**config.mk**
```make
export PLATFORM = sky130hd
export DESIGN_NAME = fifo_flags_top
export DESIGN_NICKNAME = d
export VERILOG_FILES = /design/src/rtl/fifo_flags_top.sv
export SDC_FILE = /design/constraint.sdc
export NUM_CORES = 1
export LEC_CHECK = 0
export BUFFER_PORTS_ARGS = -buffer_cell sky130_fd_sc_hd__buf_4
export CAP_MARGIN = 15
export CORE_ASPECT_RATIO = 0.8
export CORE_MARGIN = 3
export CORE_UTILIZATION = 52
export DETAILED_ROUTE_END_ITERATION = 10
export PLACE_DENSITY = 0.75
export SETUP_SLACK_MARGIN = 0.05
export SYNTH_ARGS = -nofsm -noshare
export SYNTH_HDL_FRONTEND = slang
export SYNTH_SLANG_ARGS = --single-unit
```
**constraint.sdc**
```tcl
create_clock -name clk_i -period 2.76 [get_ports clk_i]
set_clock_uncertainty 0.15 [all_clocks]
set_input_delay 0.276 -clock clk_i [delete_from_list [all_inputs] [get_ports clk_i]]
set_output_delay 0.276 -clock clk_i [all_outputs]
set_load 0.01 [all_outputs]
```
**src/rtl/fifo_flags_top.sv**
```systemverilog
// rtl/fifo_flags_top.sv - synchronous FIFO with registered read data, occupancy flags and sticky error flags
// Status outputs come only from the registered count; errors latch until cleared.
module fifo_flags_top #(
  parameter int BITS     = 32,
  parameter int DEPTH    = 4,
  parameter int AF_LEVEL = DEPTH - 1,
  parameter int AE_LEVEL = 1
) (
  input  logic                       clk_i,
  input  logic                       rst_i,
  input  logic                       push_i,
  input  logic [BITS-1:0]            data_i,
  input  logic                       pop_i,
  input  logic                       flush_i,
  input  logic                       clr_flags_i,
  output logic [BITS-1:0]            data_o,
  output logic                       full_o,
  output logic                       pnding_o,
  output logic                       almost_full_o,
  output logic                       almost_empty_o,
  output logic [$clog2(DEPTH):0]     count_o,
  output logic                       overflow_o,
  output logic                       underflow_o
);

  localparam int AW = $clog2(DEPTH);
  localparam int CW = AW + 1;
  localparam logic [CW-1:0] FULL_C = CW'(DEPTH);
  localparam logic [CW-1:0] AF_C   = CW'(AF_LEVEL);
  localparam logic [CW-1:0] AE_C   = CW'(AE_LEVEL);

  logic [BITS-1:0] mem_q [DEPTH];
  logic [BITS-1:0] mem_d [DEPTH];
  logic [AW-1:0]   wr_ptr_q, wr_ptr_d;
  logic [AW-1:0]   rd_ptr_q, rd_ptr_d;
  logic [CW-1:0]   count_q, count_d;
  logic [BITS-1:0] data_q, data_d;
  logic            overflow_q, overflow_d;
  logic            underflow_q, underflow_d;
  logic            pop_ok, push_ok;

  always_comb begin
    mem_d       = mem_q;
    wr_ptr_d    = wr_ptr_q;
    rd_ptr_d    = rd_ptr_q;
    count_d     = count_q;
    data_d      = data_q;
    overflow_d  = overflow_q;
    underflow_d = underflow_q;

    pop_ok  = pop_i && (count_q != '0);
    // A full FIFO can still take a push when the same edge frees a slot.
    push_ok = push_i && ((count_q != FULL_C) || pop_ok);

    if (flush_i) begin
      wr_ptr_d = '0;
      rd_ptr_d = '0;
      count_d  = '0;
    end else begin
      if (pop_ok) begin
        data_d   = mem_q[rd_ptr_q];
        rd_ptr_d = rd_ptr_q + AW'(1);
      end
      if (push_ok) begin
        mem_d[wr_ptr_q] = data_i;
        wr_ptr_d        = wr_ptr_q + AW'(1);
      end
      case ({push_ok, pop_ok})
        2'b10:   count_d = count_q + CW'(1);
        2'b01:   count_d = count_q - CW'(1);
        default: count_d = count_q;
      endcase

      // A new error in the clearing cycle wins over the clear.
      if (push_i && !push_ok)   overflow_d = 1'b1;
      else if (clr_flags_i)     overflow_d = 1'b0;
      if (pop_i && !pop_ok)     underflow_d = 1'b1;
      else if (clr_flags_i)     underflow_d = 1'b0;
    end
  end

  always_ff @(posedge clk_i) begin
    mem_q <= mem_d;
  end

  always_ff @(posedge clk_i or negedge rst_i) begin
    if (!rst_i) begin
      wr_ptr_q    <= '0;
      rd_ptr_q    <= '0;
      count_q     <= '0;
      data_q      <= '0;
      overflow_q  <= 1'b0;
      underflow_q <= 1'b0;
    end else begin
      wr_ptr_q    <= wr_ptr_d;
      rd_ptr_q    <= rd_ptr_d;
      count_q     <= count_d;
      data_q      <= data_d;
      overflow_q  <= overflow_d;
      underflow_q <= underflow_d;
    end
  end

  assign data_o         = data_q;
  assign count_o        = count_q;
  assign full_o         = (count_q == FULL_C);
  assign pnding_o       = (count_q != '0);
  assign almost_full_o  = (count_q >= AF_C);
  assign almost_empty_o = (count_q <= AE_C);
  assign overflow_o     = overflow_q;
  assign underflow_o    = underflow_q;

endmodule

```
==> flow_summary_export.csv <==
group,metric,value,unit
clocking,clk_pin_slew,0.06,ns
routing,drc,0,
pwr,intPower,5.58,mW
pwr,leakage,3.17,nW
setup_path,cp.required,2.73,ns
die,rows,36,
pwr,switching_share,0.257,
setup_path,worstPathCellList,"inv_1, ha_1, nand2_1, nor2_1, nor3b_2, and2_2, buf_12",
run,drv_cap,0,
global_routing,grt_max_degree,42,
finish,drive_gt1_frac,0.423,
pwr,power_frac_seq,0.437,
global_routing,grt.total_usage,0.189,
timing,fin_ws,0.284,ns
placed_design,dp_slack,0.106,ns
setup_path,crit_family,"simple AND/OR/NAND/NOR gates",
clocking,post-cts-setup-buffers,0,
die,die_height,107,µm
pwr,pwr-share-clk,0.324,
logic_synthesis,synth_nets,364,
timing,timing.final.max_slew_violations,0,
clocking,clk_path_buf_depth,2,
logic_synthesis,synth_seq_area_share,0.735,
placed_design,dp_hpwl,7650,µm
timing,min_period_over_period,0.897,
hold_path,hold_path.class,"in2reg",
finish,layout_common_cells,"edfxtp_1 (128), buf_4 (91), dfrtp_1 (39)",
die,core,12300,µm²
logic_synthesis,synth_area,6620,µm²
routing,vias,3378,
timing,setup_tns,0,ns
routing,wl_per_cell,19.7,µm
setup_path,crit_buf_inv,2,
clocking,insertion_delay,0.42,ns
timing,worst-slew-pin-transition,0.559,ns
setup_path,startpoint_type,"register",
setup_path,critical_path_class,"reg2reg",
global_routing,grt_pass1_vias,3471,
outcome,status,"complete, no violations",
setup_path,end_kind,"register",
timing,hold_ws,0.0208,ns
routing,detail_route.vias_per_cell,5.34,
global_routing,antenna_found_initial,0,
logic_synthesis,avgSynthCellArea,20.9,µm²
pwr,p_comb_frac,0.238,
routing,dr.first_iter.drc_count,236,
setup_path,path_max_fanout,19,
placed_design,io_buffers,78,
setup_path,crit_slowest_cell,"dfrtp_1",
timing,hold_viol,0,
timing,slew_headroom,0.627,
pwr,peakVddDrop,0.565,mV
timing,setup_violations,0,
pwr,p_sw,1.93,mW
finish,num_antenna_cells,0,
setup_path,reg2reg_slack,0.28,ns
timing,rsz0062_at_grt,"false",
routing,wl,12500,µm
placed_design,gp_congestion,0.745,
finish,syn_to_final_growth,26.7,%
timing,fin_crit,2.48,ns
clocking,cts_inserted_buffers,17,
logic_synthesis,yosys_warnings,0,
clocking,cts_root_buf,"clkbuf_16",
global_routing,grt_pass1_wl,19800,µm
clocking,cts.htree.levels,4,
clocking,cts_tree,"built",
timing,max_freq,0.404,GHz
logic_synthesis,synth_cell_types,34,
die,die_area,14100,µm²
die,start_util,0.539,
finish,nets,495,
pwr,power_density,895,nW/µm²
routing,drtPass1Iterations,4,
die,fp.dieW,132,µm
die,io_pins,79,
setup_path,crit_arrival,2.45,ns
setup_path,cpPeakStageDelay,0.45,ns
finish,final_common_cell,"edfxtp_1",
routing,ant_nets,0,
logic_synthesis,syn_inst,317,
global_routing,overflow,0,
clocking,cts.sinks,169,
logic_synthesis,ys_seq_elements,169,
==> cell families after synthesis <==
logic type                 count (synthesis)  share of synthesized area
xor gates and xnor gates                   3                    0.00397
and+or+nand+nor                           30                     0.0234
buffers and inverters                     23                     0.0223
muxes                                     67                      0.183
adders and majority gates                  9                     0.0170
AOI/OAI and AO/OA                         16                     0.0155
DFF                                      169                      0.735
==> state kept, by name, indices dropped and copies added (netlist names) <==
register / count
rd_ptr_q: 2
underflow_o: 1
count_o: 3
mem_q: 128
data_o: 32
wr_ptr_q: 2
overflow_o: 1
==> cells in the mapped netlist, drive strengths merged <==
| library cell | number | area, µm² |
|---|---|---|
| ha | 9 | 113 |
| clkbuf | 3 | 11.3 |
| o21ai | 6 | 30.0 |
| a32o | 1 | 10.0 |
| nand3 | 1 | 5.00 |
| xor2 | 2 | 17.5 |
| dfrtp | 41 | 1030 |
| nor3b | 1 | 7.51 |
| nor4 | 1 | 6.26 |
| a211oi | 1 | 7.51 |
| buf | 12 | 106 |
| mux2 | 33 | 454 |
| inv | 8 | 30.0 |
| nand2b | 2 | 20.0 |
| edfxtp | 128 | 3840 |
| mux4 | 32 | 736 |
| xnor2 | 1 | 8.76 |
| a311oi | 1 | 8.76 |
| nor2b | 1 | 6.26 |
| o21bai | 1 | 7.51 |
| a41o | 1 | 10.0 |
| mux2i | 2 | 20.0 |
| a2111oi | 1 | 8.76 |
| nor2 | 11 | 48.8 |
| nand2 | 9 | 36.3 |
| a21oi | 4 | 20.0 |
| and2 | 4 | 25.0 |
==> final cells by class <==
| cell class | instances | area [µm²] |
|---|---|---|
| sequential | 169 | 4870 |
| fill | 806 | 3900 |
| multi-input combinational | 125 | 1620 |
| timing repair buffer | 127 | 1050 |
| clock buffer | 18 | 439 |
| tap | 171 | 214 |
| clock inverter | 14 | 170 |
| inverter | 8 | 30.0 |
==> tightest hold or removal path: cells and delay by family <==
| family | cells | cell delay (ns) |
|---|---|---|
| compound gates | 1 | 0.07 |
| simple gates | 2 | 0.12 |
| buf+inv | 1 | 0.08 |
==> metrics by stage <==
stage / total power, mW / utilization / cells / area, µm²
2_1_floorplan: 4.39 / - / 317 / 6620
3_3_place_gp: 5.03 / 0.604 / 565 / 7430
3_5_place_dp: 5.09 / 0.604 / 565 / 7430
4_1_cts: 7.57 / 0.682 / 632 / 8390
5_1_grt: 7.83 / 0.683 / 632 / 8400
6_report: 7.51 / 0.683 / 632 / 8400
==> worst paths after layout <==
check / from / to / cells after the start
worst min-delay path: clr_flags_i / underflow_o / 4
min in group asynchronous: rst_i / data_o[7] / 2
max in group asynchronous: rst_i / rd_ptr_q[1] / 2
worst min register to register: underflow_o / underflow_o / 2
worst max-delay path: count_o[1] / mem_q[9] / 7
worst max register to register: count_o[1] / mem_q[9] / 7
==> layer usage <==
metal	GRT usage	vias up	wire, µm
li1	-	1510	-
met1	0.265	1755	5580
met2	0.297	94	6230
met3	0.0474	19	478
met4	0.0645	0	172
met5	0	-	0
==> what timing repair did <==
action,CTS,global route
setup endpoints to repair,0,122
hold endpoints to repair,174,0
hold buffers,35,0
gates resized for setup,0,1
==> power by group through the flow <==
stage	combinational, mW	sequential (mW)	clock (mW)
finish	1.79	3.28	2.44
CTS	1.81	3.28	2.47
global placement	1.73	3.31	0
detailed placement	1.76	3.33	0
floorplan	0.976	3.41	0
global route	1.93	3.33	2.58
(Power assumes the default switching activity.)
